## src/rtl/bcd_to_bin_if.sv

```systemverilog
// Request/result bundle for the sequential BCD-to-binary converter.
// The requester drives start and the four digits; the converter drives the status and result.
interface bcd_to_bin_if #(
  parameter int unsigned OUT_W = 14
);
  logic             start;
  logic [3:0]       digit_1000;
  logic [3:0]       digit_100;
  logic [3:0]       digit_10;
  logic [3:0]       digit_1;
  logic             busy;
  logic             done;
  logic [OUT_W-1:0] bin_out;
  logic             err;

  modport master (
    output start, digit_1000, digit_100, digit_10, digit_1,
    input  busy, done, bin_out, err
  );

  modport slave (
    input  start, digit_1000, digit_100, digit_10, digit_1,
    output busy, done, bin_out, err
  );
endinterface

```

## src/rtl/bcd_to_bin_seq.sv

```systemverilog
// Sequential BCD-to-binary converter: four BCD digits folded MSD-first through
// one shared acc*10+digit step, one digit per clock, with start/busy/done/err handshake.
module bcd_to_bin_seq #(
  parameter int unsigned OUT_W = 14
) (
  input  logic        clk,
  input  logic        rst_n,
  bcd_to_bin_if.slave bus
);

  localparam int unsigned ACC_W = 14;
  localparam int unsigned DIG_W = 4;
  localparam int unsigned N_DIG = 4;
  localparam int unsigned CNT_W = 2;

  typedef enum logic [1:0] {
    IDLE = 2'd0,
    CONV = 2'd1,
    ERR  = 2'd2
  } state_t;

  state_t                       state_q, state_n;
  logic [ACC_W-1:0]             acc_q, acc_n;
  logic [CNT_W-1:0]             cnt_q, cnt_n;
  logic [N_DIG-1:0][DIG_W-1:0]  dig_q, dig_n;
  logic                         busy_q, busy_n;
  logic                         done_q, done_n;
  logic                         err_q, err_n;
  logic [OUT_W-1:0]             bin_q, bin_n;

  logic [DIG_W-1:0]             cur_digit_c;
  logic [ACC_W-1:0]             acc_mac_c;
  logic                         bad_digit_c;

  // Index 0 is the thousands digit so cnt walks most-significant first.
  assign cur_digit_c = dig_q[cnt_q];
  assign acc_mac_c   = (acc_q << 3) + (acc_q << 1) + ACC_W'(cur_digit_c);

  assign bad_digit_c = (bus.digit_1000 > DIG_W'(9)) || (bus.digit_100 > DIG_W'(9)) ||
                       (bus.digit_10   > DIG_W'(9)) || (bus.digit_1   > DIG_W'(9));

  // State and datapath registers.
  always_ff @(posedge clk or negedge rst_n) begin
    if (!rst_n) begin
      state_q <= IDLE;
      acc_q   <= '0;
      cnt_q   <= '0;
      dig_q   <= '0;
      busy_q  <= 1'b0;
      done_q  <= 1'b0;
      err_q   <= 1'b0;
      bin_q   <= '0;
    end else begin
      state_q <= state_n;
      acc_q   <= acc_n;
      cnt_q   <= cnt_n;
      dig_q   <= dig_n;
      busy_q  <= busy_n;
      done_q  <= done_n;
      err_q   <= err_n;
      bin_q   <= bin_n;
    end
  end

  // Next-state and next-output logic.
  always_comb begin
    state_n = state_q;
    acc_n   = acc_q;
    cnt_n   = cnt_q;
    dig_n   = dig_q;
    busy_n  = busy_q;
    done_n  = 1'b0;
    err_n   = err_q;
    bin_n   = bin_q;

    unique case (state_q)
      IDLE: begin
        if (bus.start) begin
          dig_n   = {bus.digit_1, bus.digit_10, bus.digit_100, bus.digit_1000};
          acc_n   = '0;
          cnt_n   = '0;
          err_n   = 1'b0;
          busy_n  = 1'b1;
          state_n = bad_digit_c ? ERR : CONV;
        end
      end
      CONV: begin
        acc_n = acc_mac_c;
        cnt_n = cnt_q + CNT_W'(1);
        if (cnt_q == CNT_W'(N_DIG - 1)) begin
          bin_n   = OUT_W'(acc_mac_c);
          done_n  = 1'b1;
          busy_n  = 1'b0;
          state_n = IDLE;
        end
      end
      ERR: begin
        err_n   = 1'b1;
        done_n  = 1'b1;
        busy_n  = 1'b0;
        state_n = IDLE;
      end
      default: begin
        busy_n  = 1'b0;
        state_n = IDLE;
      end
    endcase
  end

  assign bus.busy    = busy_q;
  assign bus.done    = done_q;
  assign bus.err     = err_q;
  assign bus.bin_out = bin_q;

endmodule

```

## src/flat_wrapper.sv

```systemverilog
// flat-port wrapper written by rule: the top's interface ports become plain ports
module bcd_to_bin_seq_flat 
#(
  parameter int unsigned OUT_W = 14
)
  (clk, rst_n, bus_start, bus_digit_1000, bus_digit_100, bus_digit_10, bus_digit_1, bus_busy, bus_done, bus_bin_out, bus_err);
  bcd_to_bin_if #(.OUT_W(OUT_W)) bus_i ();
  input  logic clk;
  input  logic rst_n;
  input wire logic [$bits(bus_i.start)-1:0] bus_start;
  input wire logic [$bits(bus_i.digit_1000)-1:0] bus_digit_1000;
  input wire logic [$bits(bus_i.digit_100)-1:0] bus_digit_100;
  input wire logic [$bits(bus_i.digit_10)-1:0] bus_digit_10;
  input wire logic [$bits(bus_i.digit_1)-1:0] bus_digit_1;
  output wire logic [$bits(bus_i.busy)-1:0] bus_busy;
  output wire logic [$bits(bus_i.done)-1:0] bus_done;
  output wire logic [$bits(bus_i.bin_out)-1:0] bus_bin_out;
  output wire logic [$bits(bus_i.err)-1:0] bus_err;
  assign bus_i.start = bus_start;
  assign bus_i.digit_1000 = bus_digit_1000;
  assign bus_i.digit_100 = bus_digit_100;
  assign bus_i.digit_10 = bus_digit_10;
  assign bus_i.digit_1 = bus_digit_1;
  assign bus_busy = bus_i.busy;
  assign bus_done = bus_i.done;
  assign bus_bin_out = bus_i.bin_out;
  assign bus_err = bus_i.err;
  bcd_to_bin_seq #(.OUT_W(OUT_W)) u_core (.clk(clk), .rst_n(rst_n), .bus(bus_i));
endmodule
```

## config.mk

```make
export PLATFORM = sky130hd
export DESIGN_NAME = bcd_to_bin_seq_flat
export DESIGN_NICKNAME = d
export VERILOG_FILES = /design/src/rtl/bcd_to_bin_if.sv /design/src/rtl/bcd_to_bin_seq.sv /design/src/flat_wrapper.sv
export SDC_FILE = /design/constraint.sdc
export NUM_CORES = 1
export LEC_CHECK = 0
export CAP_MARGIN = 20
export CORE_ASPECT_RATIO = 0.5
export CORE_MARGIN = 4
export CORE_UTILIZATION = 50
export CTS_CLUSTER_DIAMETER = 150
export DETAILED_ROUTE_END_ITERATION = 12
export PLACE_DENSITY_LB_ADDON = 0.2
export SLEW_MARGIN = 20
export SYNTH_ARGS = -nofsm -noshare
export SYNTH_HDL_FRONTEND = slang
export SYNTH_SLANG_ARGS = --single-unit
```

## constraint.sdc

```tcl
create_clock -name clk -period 2.8 [get_ports clk]
set_input_delay 0.56 -clock clk [delete_from_list [all_inputs] [get_ports clk]]
set_output_delay 0.56 -clock clk [all_outputs]
set_load 0.03 [all_outputs]
```

==> flow_metrics.py <==
metrics = {
    "sta": {
        "clock_skew_ns": 0.01054,
        "tightest_slew_ns": 0.5683,
        "rsz0062_at_grt": "true",
        "slew_viol_final": 0,
        "fin_crit_ns": 2.888,
        "slew_headroom_pct": 62.11,
        "hold_viol_final": 0,
        "fin_crit_sh_pct": 103.2,
        "setup_viol": 4,
        "clock.fmax_mhz": 346.2,
        "worst_slack_ns": -0.08845,
    },
    "critical_path": {
        "r2r-end": "u_core.acc_q[12]",
        "max_stage_delay_ns": 0.54,
        "crit_buf_inv": 1,
        "critPathSlowestCell": "mux4_2",
        "crit_required_ns": 3.00,
        "cp_top_family": "adder cells",
        "crit_arrival_ns": 3.09,
        "r2r_start": "u_core.cnt_q[0]",
        "end_kind": "flop",
        "worstPathCellList": "mux4_2, inv_2, fa_1, fa_2, nor2b_4, o2111ai_4, a21oi_2, o21ai_2, a32o_2",
        "reg2regPathDepth": 9,
        "reg2reg_setup_slack_ns": -0.09,
        "worst_setup_path_start_kind": "flop",
        "path_class": "reg -> reg",
        "crit_fanout": 3,
    },
    "synthesis": {
        "syn_nets": 295,
        "yosysWarnings": 0,
        "synth-seq-cells": 50,
        "synth.yosys.seq_area_share_pct": 45.35,
        "syn_area_per_cell_um2": 11.12,
        "syn_inst": 248,
        "ys_types": 39,
        "netlist_area_um2": 2759,
    },
    "detailed_routing": {
        "dr.pass1.iters": 4,
        "drtIter0Drc": 80,
        "drc": 0,
        "via_per_inst": 5.665,
        "wl_per_cell_um": 16.41,
        "ant_nets": 0,
        "wl_mm": 5.975,
        "vias": 2062,
    },
    "pwr": {
        "intPower_mw": 1.534,
        "vdd_drop_max_v": 0.0003569,
        "power.density_nw_per_um2": 673.2,
        "seq_power_share_pct": 42.5,
        "swShare_pct": 34.05,
        "combPwrFrac_pct": 37.8,
        "p_clk_share_pct": 19.8,
        "switchingPower_uw": 791.8,
        "leakage_nw": 1.596,
    },
    "finish": {
        "drive_gt1_share_pct": 22.45,
        "fillers": 395,
        "fin_nets": 340,
        "fin_util_pct": 67.28,
        "final_cells": 364,
        "area_delta_synth_final_pct": 25.22,
        "post-route-cell-area_um2": 3455,
        "antenna-diode-count": 0,
    },
    "outcome": {
        "status": "finished, violations left",
        "violations": "setup timing",
    },
    "global_route": {
        "grt_pass1_vias": 2062,
        "grt.overflow.total": 0,
        "antenna_found_initial": 0,
        "gr-usage-all-layers_pct": 18.11,
        "grt_max_degree": 22,
        "grt_pass1_wl_mm": 9.653,
    },
    "clock_tree": {
        "cts_max_level": 2,
        "cts_tree": "done",
        "clock-sinks": 50,
        "clockBufferDepth": 2,
        "cts.reportedPaths.clkPinSlew_ns": 0.10,
        "ctsHoldBuffers": 0,
        "numCtsBuffers": 5,
        "root_buffer": "clkbuf_8",
        "clk_latency_ns": 0.31,
    },
    "floorplanning": {
        "fp-row-count": 18,
        "core_area_um2": 5135,
        "die_h_um": 60.53,
        "io_pins": 36,
        "die-area_um2": 6842,
        "start_util_pct": 53.73,
        "die_w_um": 113.1,
    },
    "placement": {
        "hpwl_mm": 4.332,
        "place_congestion": 0.8500,
        "io_buffers": 35,
        "placed_cells": 354,
        "place_area_um2": 3232,
    },
    "min_path": {
        "hp-class": "in -> async",
    },
    "job": {
        "maxCapViolCount": 0,
    },
}
==> worst max path at each step <==
stage / start / endpoint / slack [ns] / depth (start not counted)
final: u_core.cnt_q[0] / u_core.acc_q[12] / -0.09 / 9
after global routing: u_core.cnt_q[0] / u_core.acc_q[12] / -0.21 / 9
after CTS: u_core.cnt_q[0] / u_core.acc_q[12] / -0.06 / 9
after detailed placement: u_core.cnt_q[0] / u_core.acc_q[12] / -0.05 / 10
after global placement: u_core.cnt_q[0] / u_core.acc_q[12] / 0.002 / 10
after floorplan: u_core.cnt_q[0] / u_core.acc_q[12] / 0.004 / 11
==> registers in the layout, indices dropped and copies added (netlist names) <==
register	flops
u_core.acc_q	13
u_core.bus.bin_out	14
u_core.bus.busy	1
u_core.bus.done	1
u_core.bus.err	1
u_core.cnt_q	2
u_core.dig_q	16
u_core.state_q	2
==> cell families after synthesis <==
| kind of cell | Yosys count | share of synthesized area [%] |
|---|---|---|
| AOI/OAI and AO/OA | 53 | 13.83 |
| xor gates and xnor gates | 7 | 2.222 |
| adders and majority gates | 28 | 13.24 |
| buffers and inverters | 20 | 2.902 |
| DFF | 50 | 45.35 |
| muxes | 25 | 11.79 |
| and+or+nand+nor | 65 | 10.66 |
==> routing by layer <==
metal	track usage (%)	share of wire [%]	vias to the layer above
li1	-	-	984
met3	4.283	4.5	9
met2	30.47	49	50
met5	0	0	-
met4	5.822	1.1	0
met1	23.89	46	1019
==> layout make-up <==
cell class | instances | area [µm²] | share of cell area (%)
inverters | 12 | 45.04 | 1.304
multi-input cells | 178 | 1544 | 44.69
well taps | 70 | 87.58 | 2.535
clock inverters | 2 | 16.27 | 0.4708
flip-flops and latches | 50 | 1251 | 36.22
clock buffers | 6 | 82.58 | 2.390
repair buffers | 46 | 427.9 | 12.39
==> cells in the mapped netlist <==
| master | count | area (µm²) |
|---|---|---|
| a21oi_1 | 8 | 40.04 |
| o21a_1 | 3 | 22.52 |
| a211o_1 | 2 | 17.52 |
| o21ai_0 | 11 | 55.05 |
| a21o_1 | 2 | 15.01 |
| a32o_2 | 1 | 11.26 |
| nand2_1 | 33 | 123.9 |
| nor3_1 | 1 | 5.000 |
| o31ai_1 | 5 | 37.54 |
| and3_1 | 1 | 6.260 |
| dfrtp_1 | 50 | 1251 |
| nand3_1 | 7 | 35.03 |
| ha_1 | 26 | 325.3 |
| fa_1 | 2 | 40.04 |
| o2111ai_1 | 1 | 8.760 |
| a21oi_2 | 3 | 26.28 |
| inv_1 | 12 | 45.04 |
| nor2b_1 | 2 | 12.51 |
| o211ai_1 | 2 | 15.01 |
| a211oi_1 | 1 | 7.510 |
| o211a_1 | 1 | 10.01 |
| o2111ai_2 | 1 | 15.01 |
| nand2b_1 | 3 | 18.77 |
| clkbuf_1 | 4 | 15.01 |
| mux2i_1 | 1 | 10.01 |
| xor2_1 | 3 | 26.28 |
| or3_1 | 2 | 12.51 |
| a21boi_1 | 1 | 7.510 |
| a31o_2 | 1 | 8.760 |
| nand4_1 | 5 | 31.28 |
| o21ai_1 | 1 | 5.000 |
| a22o_1 | 8 | 70.07 |
| mux2_2 | 20 | 225.2 |
| a31o_1 | 1 | 8.760 |
| buf_2 | 4 | 20.02 |
| mux4_2 | 4 | 90.09 |
| nor2_1 | 8 | 30.03 |
| xnor2_1 | 4 | 35.03 |
| and2_1 | 3 | 18.77 |
==> power by group through the flow <==
stage / logic [mW] / registers [mW] / clock network [mW]
2_1_floorplan: 0.524 / 0.993 / 0
3_3_place_gp: 0.750 / 0.988 / 0
3_5_place_dp: 0.776 / 0.999 / 0
4_1_cts: 0.794 / 0.985 / 0.469
5_1_grt: 0.957 / 1.01 / 0.501
6_report: 0.878 / 0.988 / 0.460
==> placed cells by master, fill, tap and decap left out, drive strengths merged, types with 4 or more instances in the layout <==
master / Yosys / layout
ha: 26 / 26
o21ai: 12 / 12
dfrtp: 50 / 50
mux4: 4 / 4
clkdlybuf4s50: 0 / 34
clkbuf: 4 / 6
nand3: 7 / 7
nand4: 5 / 5
nand2: 33 / 33
a21oi: 11 / 11
buf: 4 / 12
a22o: 8 / 8
xnor2: 4 / 4
mux2: 20 / 20
nor2: 8 / 8
inv: 12 / 13
o31ai: 5 / 5
==> worst register-to-register path, delay by kind of cell, from the launching register on <==
kind            cells  cell delay (ns)
flops               1             0.43
buf+inv             1             0.08
mux                 1             0.54
fa+ha+maj           2             0.86
compound gates      4             0.70
simple gates        1             0.17
==> through the flow <==
step	setup TNS (ns)	worst slack (ns)	hold WS (ns)	total power, mW
after floorplan	0	0.004018	0.2644	1.517
after detailed placement	-0.07814	-0.04953	0.4650	1.775
after global routing	-1.072	-0.2057	0.2114	2.467
after global placement	0	0.001825	0.4605	1.739
final	-0.1687	-0.08845	0.1916	2.326
after CTS	-0.08697	-0.05514	0.2065	2.248
==> timing repair <==
| item | 4_1_cts | 5_1_grt |
|---|---|---|
| pin swaps | 6 | 8 |
| setup endpoints to repair | 10 | 13 |
| gates resized for setup | 5 | 15 |
| setup buffers | 1 | 1 |
(Power assumes the default switching activity.)
